### config.mk
export PLATFORM = sky130hd
export DESIGN_NAME = pipelined_config_tree_adder
export DESIGN_NICKNAME = d
export VERILOG_FILES = /design/src/rtl/tree_adder_pkg.sv /design/src/rtl/precision_lane_splitter.sv /design/src/rtl/pipelined_config_tree_adder.sv
export SDC_FILE = /design/constraint.sdc
export NUM_CORES = 1
export LEC_CHECK = 0
export ABC_CLOCK_PERIOD_IN_PS = 5450
export BUFFER_PORTS_ARGS = -buffer_cell sky130_fd_sc_hd__buf_2
export CAP_MARGIN = 30
export CORE_MARGIN = 3
export CORE_UTILIZATION = 40
export CTS_BUF_LIST = sky130_fd_sc_hd__clkbuf_16
export DETAILED_ROUTE_END_ITERATION = 16
export SLEW_MARGIN = 20
export SYNTH_ARGS = -nofsm -noshare
export SYNTH_HDL_FRONTEND = slang
export SYNTH_SLANG_ARGS = --single-unit
export TNS_END_PERCENT = 30
### constraint.sdc
create_clock -name clk_i -period 5.45 [get_ports clk_i]
set_input_delay 0.2725 -clock clk_i [delete_from_list [all_inputs] [get_ports clk_i]]
set_output_delay 0.2725 -clock clk_i [all_outputs]
set_load 0.005 [all_outputs]
### src/rtl/tree_adder_pkg.sv
// Shared types and elaboration helpers for the configurable-precision tree adder.
package tree_adder_pkg;

   typedef enum logic [1:0] {
      FULL    = 2'd0,
      HALF    = 2'd1,
      QUARTER = 2'd2,
      RSVD    = 2'd3
   } precision_mode_e;

   // Number of pairwise adder levels needed to reduce n words to one.
   function automatic int tree_levels(input int n);
      int lv;
      lv = 0;
      while ((32'sd1 <<< lv) < n) begin
         lv = lv + 1;
      end
      return lv;
   endfunction

endpackage

### src/rtl/precision_lane_splitter.sv
// Splits one operand word into 1, 2 or 4 signed lanes and returns their sign-extended sum.
module precision_lane_splitter
   import tree_adder_pkg::*;
#(
   parameter int P = 16,
   parameter int W = P + 2
) (
   input  logic signed [P-1:0] word,
   input  precision_mode_e     mode,
   output logic signed [W-1:0] lane_sum
);
   localparam int H = P / 2;
   localparam int Q = P / 4;

   logic signed [H-1:0] hi_s;
   logic signed [H-1:0] lo_s;
   logic signed [Q-1:0] q_s [4];

   assign hi_s = word[P-1:H];
   assign lo_s = word[H-1:0];

   for (genvar k = 0; k < 4; k++) begin : g_q
      assign q_s[k] = word[k*Q +: Q];
   end

   // Mode-dependent lane reduction; the reserved encoding falls back to full width.
   always_comb begin
      lane_sum = W'(word);
      case (mode)
         HALF:       lane_sum = W'(hi_s) + W'(lo_s);
         QUARTER:    lane_sum = W'(q_s[0]) + W'(q_s[1]) + W'(q_s[2]) + W'(q_s[3]);
         FULL, RSVD: lane_sum = W'(word);
         default:    lane_sum = W'(word);
      endcase
   end

endmodule

### src/rtl/pipelined_config_tree_adder.sv
// Pipelined adder tree with per-beat precision, group accumulator and a global output stall.
module pipelined_config_tree_adder
   import tree_adder_pkg::*;
#(
   parameter int P             = 16,
   parameter int INPUTS_AMOUNT = 8,
   parameter int OUT_W         = 32
) (
   input  logic                    clk_i,
   input  logic                    rst_ni,
   input  logic signed [P-1:0]     inputs [INPUTS_AMOUNT],
   input  logic [1:0]              precision_mode,
   input  logic                    in_last,
   input  logic                    in_valid,
   output logic                    in_ready,
   output logic signed [OUT_W-1:0] out,
   output logic                    out_valid,
   input  logic                    out_ready
);
   localparam int LEVELS = tree_levels(INPUTS_AMOUNT);
   localparam int W0     = P + 2;

   logic                    stall_s;
   precision_mode_e         mode_s;
   logic signed [W0-1:0]    split_s [INPUTS_AMOUNT];
   logic signed [OUT_W-1:0] tree_sum_s;
   logic signed [OUT_W-1:0] acc_r;
   logic signed [OUT_W-1:0] out_r;
   logic                    out_valid_r;

   assign mode_s   = precision_mode_e'(precision_mode);
   assign stall_s  = out_valid_r && !out_ready;
   assign in_ready = !stall_s;

   for (genvar g = 0; g < INPUTS_AMOUNT; g++) begin : g_split
      precision_lane_splitter #(.P(P), .W(W0)) u_split (
         .word     (inputs[g]),
         .mode     (mode_s),
         .lane_sum (split_s[g])
      );
   end

   // Level 0 registers the split words; each later level halves the node count and widens by one bit.
   for (genvar lv = 0; lv <= LEVELS; lv++) begin : g_lvl
      localparam int WO = W0 + lv;
      localparam int NO = INPUTS_AMOUNT >> lv;

      logic signed [WO-1:0] node_r [NO];
      logic                 vld_r;
      logic                 last_r;

      if (lv == 0) begin : g_in
         // Capture the accepted beat; a bubble still advances as an invalid slot.
         always_ff @(posedge clk_i or negedge rst_ni) begin
            if (!rst_ni) begin
               vld_r  <= 1'b0;
               last_r <= 1'b0;
               for (int i = 0; i < NO; i++) node_r[i] <= '0;
            end else if (!stall_s) begin
               vld_r  <= in_valid;
               last_r <= in_last;
               for (int i = 0; i < NO; i++) node_r[i] <= split_s[i];
            end
         end
      end else begin : g_add
         // Pairwise reduction of the previous level.
         always_ff @(posedge clk_i or negedge rst_ni) begin
            if (!rst_ni) begin
               vld_r  <= 1'b0;
               last_r <= 1'b0;
               for (int i = 0; i < NO; i++) node_r[i] <= '0;
            end else if (!stall_s) begin
               vld_r  <= g_lvl[lv-1].vld_r;
               last_r <= g_lvl[lv-1].last_r;
               for (int i = 0; i < NO; i++) begin
                  node_r[i] <= WO'(g_lvl[lv-1].node_r[2*i]) + WO'(g_lvl[lv-1].node_r[2*i+1]);
               end
            end
         end
      end
   end

   assign tree_sum_s = OUT_W'(g_lvl[LEVELS].node_r[0]);

   // Group accumulator and output register; a closing beat publishes acc+sum and restarts the group.
   always_ff @(posedge clk_i or negedge rst_ni) begin
      if (!rst_ni) begin
         acc_r       <= '0;
         out_r       <= '0;
         out_valid_r <= 1'b0;
      end else if (!stall_s) begin
         if (g_lvl[LEVELS].vld_r) begin
            if (g_lvl[LEVELS].last_r) begin
               out_r       <= acc_r + tree_sum_s;
               out_valid_r <= 1'b1;
               acc_r       <= '0;
            end else begin
               acc_r       <= acc_r + tree_sum_s;
               out_valid_r <= 1'b0;
            end
         end else begin
            out_valid_r <= 1'b0;
         end
      end
   end

   assign out       = out_r;
   assign out_valid = out_valid_r;

endmodule

==> metrics.md <==
| Metric | Value |
|---|---|
| Setup TNS | `0 ps` |
| Hold Crit Depth | `3` |
| Setup Buffers After CTS | `0` |
| DRT Wirelength | `~74000 um` |
| CTS tree | `yes` |
| Top post-synthesis cells by area | `dfrtp_1 31%, ha_1 13%, fa_1 6.7%, a21oi_1 6.3%, nor2_1 5.2%` |
| Max Buffers Root-to-Sink | `3` |
| Nets | `3926` |
| WL met1 | `36400 um` |
| Max_slew headroom | `0.354` |
| Worst slack, placed | `1350 ps` |
| Multi-input combinational cell area | `18400 um^2` |
| Row count | `97` |
| Initial Utilization | `0.406` |
| # hold bufs at CTS | `7` |
| TritonCTS Buffers | `between 40 and 50` |
| Iter 0 DRT Violations | `about 1400` |
| Simple-gate share of the synthesized area | `0.148` |
| Maximum clock rate | `266 MHz` |
| Reg-to-reg endpoint | `g_lvl[1].node_r[54]` |
| Worst R2R Path Depth | `12` |
| Largest family of logic cells by synthesized area | `compound AO/OA/AOI/OAI gates` |
| Worst vdd ir | `0.285 mV` |
| Clock sinks | `354` |
| Chip height | `273 um` |
| Post-synth net total | `3821` |
| Layout area overhead | `11.5%` |
| Reg2reg start | `g_lvl[0].node_r[90]` |
| Non-Filler Instances | `approximately 4400` |
| Post-synth EDFFs | `0` |
| Top FF cell, synth | `dfrtp_1` |
| Status | `completed` |
| Largest net degree at the start of global routing | `152` |
| Synth top cells by count | `398 x nor2_1, 358 x a21oi_1, 354 x dfrtp_1, 307 x ha_1, 300 x nand2_1` |
| I/O Pins | `169` |
| CP max FO | `3` |
| Worst EP required | `5960 ps` |
| Mux cell area share after synthesis | `0.0124` |
| H-tree depth | `2` |
| Placed Cells | `between 4000 and 5000` |
| Hold Violations, Final | `0` |
| Die Wd | `273 um` |
| Worst-path clk slew | `60 ps` |
| Crit. End Element | `flop` |
| Cell with the most instances after synthesis | `nor2_1` |
| Max layer used | `met5` |
| Worst skew pair latency | `around 570 ps` |
| Clk root buf | `clkbuf_16` |
| Vias in the first global route | `22100` |
| Asr flop ratio synth | `1.00` |
| Final worst slack | `1700 ps` |
| Post-route DRC | `0` |
| Core area | `70300 um^2` |
| Pwr Density | `604 nW/um^2` |
| RSZ-0062 raised after global routing | `no` |
| Yosys warnings | `0` |
| Via count | `between 20000 and 25000` |
| WL met2 | `between 30000 and 40000 um` |
| Layout fillers | `7021` |
| Drt via density | `5.32` |
| Final period utilization | `0.689` |
| Crit path launch type | `input port` |
| Post-layout util | `0.452` |
| GRT Total Usage | `0.198` |
| Setup Skew | `32.4 ps` |
| Routed wire per std cell | `16.9 um` |
| Worst Hold Path EP | `g_lvl[0].node_r[119]` |
| Avg Inst Size Synth | `8.69 um^2` |
| Yosys cell types | `80` |
| Final Wtd Congestion | `0.871` |
| FF+latch count, synth | `354` |
| First-pass GRT wire length | `around 120000 um` |
| Cts repair resizes | `0` |
| Worst hold start | `inputs[107]` |
| Max-Cap Viols | `0` |
| Register Area | `8860 um^2` |
| Layout cell share with drive strength beyond 1 | `0.0913` |
| Complex-gate fraction of the synthesized area | `0.220` |
| Type of the worst setup path | `input port to flop` |
| Synth Instances | `about 3300` |
| Yosys top cell by area | `dfrtp_1` |
| Initial antenna violation count | `4` |
| FF-to-FF setup slack | `2230 ps` |
| P_leak | `~15 nW` |
| Cell Area, Synth | `28500 um^2` |
| Synth top area share | `0.311` |
| Worst Hold Class | `input port to flop` |
| Arr. time, crit path | `4260 ps` |
| Port Buf Inserts | `168` |
| Worst slew pin tran | `967 ps` |
| Dpl hpwl | `56000 um` |
| Drt first pass iters | `5` |
| Slew Viols, Final | `0` |
| Xor and xnor fraction of the mapped netlist area | `0.0624` |
| Post-synthesis sequential area ratio | `0.311` |
| Met3 WL | `3520 um` |
| # setup viols final | `0` |
| Fin crit period | `3750 ps` |
| Gr ovfl total | `0` |
| Post-synthesis adder-cell area fraction | `0.202` |
| Die ar. | `74500 um^2` |
| Post-route ant nets | `0` |
-- area by class of cell --
| cell class | count | area share |
|---|---|---|
| diodes | 2 | 0.000157 |
| clock buffers | 42 | 0.0331 |
| clock inverters | 30 | 0.0114 |
| inverters | 203 | 0.0242 |
| multi-input cells | 2594 | 0.580 |
| flip-flops and latches | 354 | 0.279 |
| well taps | 940 | 0.0370 |
| repair buffers | 194 | 0.0357 |
-- metal layers --
layer,up-vias,global-route usage
li1,11700,-
met1,10900,0.294
met2,503,0.305
met3,87,0.0270
met4,4,0.0419
met5,-,0
-- worst max-delay path: stages --
cell	delay [ps]
dlygate4sd3_1	530
buf_2	130
inv_1	70
fa_1	480
inv_1	40
ha_1	210
fa_1	440
ha_1	320
a21oi_1	220
nor2b_1	80
o21ai_0	170
nand2b_1	120
a21oi_1	190
fa_1	430
o21ai_0	150
nor2_1	50
a211oi_1	240
a21o_1	110
-- how the worst max path moves through the flow --
stage / from / end / slack (ps) / cells past startpoint
2_1_floorplan: inputs[49] / g_lvl[0].node_r[61] / 1830 / 16
3_3_place_gp: inputs[49] / g_lvl[0].node_r[61] / 1470 / 17
3_5_place_dp: inputs[1] / g_lvl[0].node_r[6] / 1350 / 16
4_1_cts: inputs[89] / g_lvl[0].node_r[98] / 1760 / 18
5_1_grt: inputs[89] / g_lvl[0].node_r[97] / 1470 / 18
6_report: inputs[89] / g_lvl[0].node_r[97] / 1700 / 18
-- stage by stage --
step | area, um^2 | total power (W) | hold WS (ps)
floorplan | 28500 | 0.0135 | -23.1
global placement | 30200 | 0.0162 | 337
detailed placement | 30200 | 0.0163 | 339
CTS | 31700 | 0.0193 | 0.0528
global route | 31800 | 0.0211 | 26.1
finish | 31800 | 0.0192 | 41.2
-- report_power, final --
group / internal (W) / switching [W]
Sequential: 0.00394 / 0.000906
Clock: 0.00174 / 0.00114
Combinational: 0.00499 / 0.00647
-- sequential cells by signal, indices dropped and copies added, names as in the netlist --
register	cells
g_lvl.vld_r	4
out	32
out_valid	1
acc_r	32
g_lvl.last_r	4
g_lvl.node_r	281
-- logic make-up (layout without fill, tap and decap cells) --
kind of cell    count (synthesis)  after routing
buf+inv                       335            469
compound gates                992            992
xor+xnor                      203            203
flops                         354            354
mux                            32             32
other cells                     0              2
fa+ha+maj                     403            403
simple gates                  964            964
-- layout by cell type (no fill, tap or decap), types with 36 or more instances in the layout --
cell type and n:
fa_1 96, a31oi_1 42, buf_2 167, o31ai_1 37, xnor2_1 114, ha_1 305, inv_1 209, dfrtp_1 354
clkbuf_16 42, nand2b_1 60, nor2_1 398, nor3_1 70, a21o_1 96, nand2_1 300, nor2b_1 48, a21oi_1 358
xor2_1 89, a221oi_1 36, o21ai_0 183, o21bai_1 40
Power figures use the tool's default switching activity.
